`config.mk`:
```
export PLATFORM = sky130hd
export DESIGN_NAME = irq_entry_sequencer
export DESIGN_NICKNAME = d
export VERILOG_FILES = /design/src/rtl/arm_cpu_defs.sv /design/src/rtl/irq_entry_stats.sv /design/src/rtl/irq_entry_sequencer.sv
export SDC_FILE = /design/constraint.sdc
export NUM_CORES = 1
export LEC_CHECK = 0
export ABC_AREA = 1
export BUFFER_PORTS_ARGS = -buffer_cell sky130_fd_sc_hd__clkbuf_2
export CAP_MARGIN = 20
export CORE_ASPECT_RATIO = 0.9
export CORE_UTILIZATION = 46
export DETAILED_ROUTE_END_ITERATION = 6
export PLACE_DENSITY = 0.9
export REMOVE_ABC_BUFFERS = 1
export SYNTH_ARGS = -nofsm -noshare
export SYNTH_HDL_FRONTEND = slang
export SYNTH_SLANG_ARGS = --single-unit
```
`constraint.sdc`:
```
create_clock -name clk -period 1.41 [get_ports clk]
set_input_delay 0.2115 -clock clk [delete_from_list [all_inputs] [get_ports clk]]
set_output_delay 0.2115 -clock clk [all_outputs]
set_load 0.02 [all_outputs]
```
`src/rtl/arm_cpu_defs.sv`:
```
// rtl/arm_cpu_defs.sv - shared ARM CPU constants, IRQ entry state encoding and CPSR helper
package arm_cpu_defs;

  typedef enum logic [1:0] {
    ST_IDLE = 2'b00,
    ST_WAIT = 2'b01,
    ST_SAVE = 2'b10,
    ST_VECT = 2'b11
  } irq_state_e;

  localparam logic [4:0] MODE_IRQ   = 5'b10010;
  localparam logic [1:0] PC_S_SEQ   = 2'b00;
  localparam logic [1:0] PC_S_VEC   = 2'b11;
  localparam int         CPSR_I_BIT = 7;
  localparam int         CPSR_T_BIT = 5;

  // CPSR image on IRQ entry: new mode, IRQs masked, ARM state; flags and F bit untouched
  function automatic logic [31:0] irq_entry_cpsr(input logic [31:0] cpsr, input logic [4:0] mode);
    logic [31:0] r;
    r             = cpsr;
    r[4:0]        = mode;
    r[CPSR_T_BIT] = 1'b0;
    r[CPSR_I_BIT] = 1'b1;
    return r;
  endfunction

endpackage

```
`src/rtl/irq_entry_stats.sv`:
```
// rtl/irq_entry_stats.sv - IRQ entry count and worst-case wait latency (only with IRQ_ENTRY_STATS_EN)
`ifdef IRQ_ENTRY_STATS_EN
module irq_entry_stats
  import arm_cpu_defs::*;
(
  input  logic        clk,
  input  logic        rst_n,
  input  irq_state_e  state_d,
  output logic [15:0] irq_count,
  output logic [7:0]  max_lat
);

  logic [15:0] cnt_q, cnt_d;
  logic [7:0]  lat_q, lat_d;
  logic [7:0]  max_q, max_d;

  // Latency counts cycles the request spends held off in WAIT; folded into the max on SAVE
  always_comb begin
    cnt_d = cnt_q;
    lat_d = 8'd0;
    max_d = max_q;
    if (state_d == ST_WAIT) begin
      lat_d = (lat_q == 8'hFF) ? lat_q : lat_q + 8'd1;
    end else if (state_d == ST_SAVE) begin
      if (lat_q > max_q) max_d = lat_q;
      if (cnt_q != 16'hFFFF) cnt_d = cnt_q + 16'd1;
    end
  end

  // Statistic registers
  always_ff @(posedge clk or negedge rst_n) begin
    if (!rst_n) begin
      cnt_q <= 16'd0;
      lat_q <= 8'd0;
      max_q <= 8'd0;
    end else begin
      cnt_q <= cnt_d;
      lat_q <= lat_d;
      max_q <= max_d;
    end
  end

  assign irq_count = cnt_q;
  assign max_lat   = max_q;

endmodule
`endif

```
`src/rtl/irq_entry_sequencer.sv`:
```
// rtl/irq_entry_sequencer.sv - ARM IRQ entry sequencer; optional statistics via IRQ_ENTRY_STATS_EN
module irq_entry_sequencer
  import arm_cpu_defs::*;
#(
  parameter logic [31:0] VECTOR_ADDR = 32'h0000_0018,
  parameter logic [31:0] LR_OFFSET   = 32'd4,
  parameter logic [4:0]  IRQ_MODE    = MODE_IRQ
) (
  input  logic        clk,
  input  logic        rst,
  input  logic        INT_irq,
  input  logic        instr_bnd,
  input  logic [31:0] next_pc,
  input  logic [31:0] cpsr_in,
  output logic        INTA_irq,
  output logic        stall,
  output logic        Write_SPSR,
  output logic [31:0] spsr_data,
  output logic        Write_LR,
  output logic [31:0] lr_data,
  output logic        Write_CPSR,
  output logic [31:0] cpsr_data,
  output logic        Write_PC,
  output logic [1:0]  PC_s,
  output logic [31:0] vec_addr
`ifdef IRQ_ENTRY_STATS_EN
  ,
  output logic [15:0] irq_count,
  output logic [7:0]  max_lat
`endif
);

  irq_state_e  state_q, state_d;
  logic [31:0] spsr_q, spsr_d;
  logic [31:0] lr_q, lr_d;
  logic [31:0] cpsr_q, cpsr_d;
  logic        capture;

  // Next state; capture happens on the single cycle that commits to SAVE
  always_comb begin
    state_d = state_q;
    capture = 1'b0;
    case (state_q)
      ST_IDLE: begin
        if (INT_irq && instr_bnd) begin
          state_d = ST_SAVE;
          capture = 1'b1;
        end else if (INT_irq) begin
          state_d = ST_WAIT;
        end
      end
      ST_WAIT: begin
        // A withdrawn request wins over a coincident boundary: nothing to service
        if (!INT_irq) begin
          state_d = ST_IDLE;
        end else if (instr_bnd) begin
          state_d = ST_SAVE;
          capture = 1'b1;
        end
      end
      ST_SAVE: state_d = ST_VECT;
      ST_VECT: state_d = ST_IDLE;
      default: state_d = ST_IDLE;
    endcase
  end

  // Capture register next values
  always_comb begin
    spsr_d = spsr_q;
    lr_d   = lr_q;
    cpsr_d = cpsr_q;
    if (capture) begin
      spsr_d = cpsr_in;
      lr_d   = next_pc + LR_OFFSET;
      cpsr_d = irq_entry_cpsr(cpsr_in, IRQ_MODE);
    end
  end

  // State and capture registers
  always_ff @(posedge clk or negedge rst) begin
    if (!rst) begin
      state_q <= ST_IDLE;
      spsr_q  <= 32'd0;
      lr_q    <= 32'd0;
      cpsr_q  <= 32'd0;
    end else begin
      state_q <= state_d;
      spsr_q  <= spsr_d;
      lr_q    <= lr_d;
      cpsr_q  <= cpsr_d;
    end
  end

  // Strobes decode from the state register only, so reset drops them immediately
  always_comb begin
    INTA_irq   = 1'b0;
    stall      = 1'b0;
    Write_SPSR = 1'b0;
    Write_LR   = 1'b0;
    Write_CPSR = 1'b0;
    Write_PC   = 1'b0;
    PC_s       = PC_S_SEQ;
    case (state_q)
      ST_SAVE: begin
        INTA_irq   = 1'b1;
        Write_SPSR = 1'b1;
        Write_LR   = 1'b1;
        stall      = 1'b1;
      end
      ST_VECT: begin
        Write_CPSR = 1'b1;
        Write_PC   = 1'b1;
        PC_s       = PC_S_VEC;
        stall      = 1'b1;
      end
      default: ;
    endcase
  end

  assign spsr_data = spsr_q;
  assign lr_data   = lr_q;
  assign cpsr_data = cpsr_q;
  assign vec_addr  = VECTOR_ADDR;

`ifdef IRQ_ENTRY_STATS_EN
  irq_entry_stats u_stats (
    .clk       (clk),
    .rst_n     (rst),
    .state_d   (state_d),
    .irq_count (irq_count),
    .max_lat   (max_lat)
  );
`endif

endmodule
```
==> metrics.txt <==
fin nets=724; Critical Path Start Type=flip-flop; DR DRC count=0; WHS Endpoint=spsr_data[3]$_DFFE_PN0P_; met2 WL=4.51 mm; post-route ant nets=0; Power per Cell Area=2010 nW/um2; Die X=98.8 um; count of cell types in the netlist=24; GRT Util Overall=21.1%; clk sinks=67; Buf+Inv Stages, Crit Path=2; Critical R2R Capture=lr_data[19]$_DFFE_PN0P_; delay-heaviest family, CP=flip-flops; Final Hold Fails=0; clk_lat worst skew=0.34 ns; most common cell after layout, fill and taps aside=nand2_1; Util after Layout=58.1%; CP cell instances=inv_1 -> nor2_2 -> buf_2; DP HPWL=6.94 mm; GRT overflow=0; Post-Syn Instances=519; Tmin final=1.32 ns; Worst Reg-to-Reg Cells=6; hold path cells=3; Post-DP Area=4480 um2; initial antenna violation count=0; final WL=9.25 mm; Layout area overhead=21.5%; Final Max Tran Viols=0; Synth top area share=43.2%; share of cells above drive strength 1=32.6%; CTS H-tree lvls=3; synthesized area=3880 um2; Via density=4.60; met1 WL=4.00 mm; TNS Setup=0 ns; fillers=744; vias in the first global route=3136; clk_skew=0.0103 ns; Placer Congestion=0.917; peak supply drop=0.000726 V; status=completed; fmax=0.757 GHz; Seq cells post-synth=67; RSZ-0062 raised after global routing=yes; Num CTS Buffers=9; total power=9.48 mW; DIE HEIGHT=89.1 um; number of DRC markers in iteration 0=145; kind of critical path=flip-flop to output port; most frequent cells in the layout=nand2_1, clkbuf_2, dfrtp_1; Critical Path AT=1.11 ns; # rows=31; worst endpoint required time=1.20 ns; Max-Cap Viols=0; Final period util=93.6%; FF-to-FF setup slack=0.13 ns; antenna cell count=0; CTS clk-pin slew, worst paths=0.08 ns; Leak=2.74 nW; Initial Util=47.8%; die area=8800 um2; Yosys top cell by area=dfrtp_1; WL/cell=12.2 um; Multi-input gate area=1660 um2; TritonCTS clock tree=built; maximum net fanout on the critical path=4; clk buf depth=2; first drt pass iteration count=4; postcts setup bufs=0; pin count of the biggest net entering global routing=68; Hold Startpoint=cpsr_in[3]; final setup fails=0; Hold Crit Class=primary input to flip-flop; Critical Path Max Stage Delay=0.36 ns; highest metal used=met4; Worst setup EP type=output port; first-pass GRT wire length=14.6 mm; reg2reg start=state_q[1]$_DFFE_PN0P_; final instance area=4710 um2; register area=1680 um2; Slowest-stage cell, CP=dfrtp_1; met3 wire len=619 um; Syn Area/Cell=7.47 um2; I/O Pins=204; # port buffers=167; Core ar.=8110 um2; CP Depth=3; via count=3495; CTS root buffer=clkbuf_8; synth warn=0; sequential fraction of the synthesis area=43.2%; largest cells by area after synthesis=dfrtp_1, nand2_1, buf_4
==> per-layer routing <==
metal,GRT usage [%],vias to the layer above
li1,-,1743
met3,5.00,10
met2,35.7,151
met1,27.2,1591
met4,6.38,0
met5,0,-
==> cell type report <==
| cell class | count | share of cell area (%) |
|---|---|---|
| sequential | 67 | 35.6 |
| tap | 99 | 2.63 |
| clock inverter | 6 | 1.91 |
| clock buffer | 10 | 2.71 |
| timing repair buffer | 173 | 19.8 |
| multi-input combinational | 376 | 35.1 |
| inverter | 28 | 2.23 |
==> synth_stat cells <==
| master | number |
|---|---|
| buf_2 | 11 |
| buf_4 | 68 |
| clkbuf_1 | 3 |
| conb_1 | 2 |
| dfrtp_1 | 67 |
| ha_1 | 1 |
| inv_1 | 27 |
| inv_2 | 1 |
| nand2_1 | 228 |
| nand2_2 | 6 |
| nand2_4 | 2 |
| nand3_1 | 32 |
| nand3b_1 | 1 |
| nand4_1 | 2 |
| nor2_1 | 29 |
| nor2_2 | 9 |
| nor2_4 | 6 |
| nor2_8 | 1 |
| o21ai_0 | 9 |
| o21bai_1 | 1 |
| or2_1 | 5 |
| or2_2 | 1 |
| xnor2_1 | 2 |
| xor2_1 | 5 |
==> kinds of logic after synthesis <==
group | synth area share [%]
and+or+nand+nor | 35.7
adders and majority gates | 0.323
AOI/OAI and AO/OA | 1.35
xor gates and xnor gates | 1.58
other | 0.194
buffers and inverters | 17.6
DFF | 43.2
==> report_power, final <==
group	internal (mW)	switching [mW]	total, mW	leakage (nW)
combinational	1.37	3.01	4.38	1.81
sequential	2.78	0.561	3.34	0.828
clock	1.00	0.762	1.76	0.106
total	5.15	4.33	9.48	2.74
==> worst max-delay path by stage <==
stage | end | startpoint
final | Write_LR | state_q[1]$_DFFE_PN0P_
after global placement | lr_data[26]$_DFFE_PN0P_ | next_pc[2]
after global routing | Write_LR | state_q[1]$_DFFE_PN0P_
after floorplan | lr_data[11]$_DFFE_PN0P_ | state_q[1]$_DFFE_PN0P_
after detailed placement | lr_data[22]$_DFFE_PN0P_ | next_pc[2]
after CTS | INTA_irq | state_q[1]$_DFFE_PN0P_
==> metrics by stage <==
step	setup WS [ns]	instances	hold slack, ns
after floorplan	-1.80	471	-0.0841
after global placement	0.0413	742	0.256
after detailed placement	-0.0139	742	0.265
after CTS	0.0461	759	0.0393
after global routing	-0.00695	759	0.0507
final	0.0896	759	0.0584
==> worst min-delay path: stages <==
cell      delay (ns)
clkbuf_2        0.07
nand2_1         0.04
nand2_1         0.04
==> repair_timing <==
item | in CTS | in global routing
setup endpoints to repair | 3 | 4
endpoints found under the hold margin | 67 | 0
hold buffers | 1 | 0
pin swaps | 0 | 0
gates resized for setup | 1 | 3
==> registers in the layout, indices dropped and copies added (netlist names) <==
register,flops
spsr_data,32
cpsr_data,1
lr_data,32
state_q,2
Power figures use the tool's default switching activity.
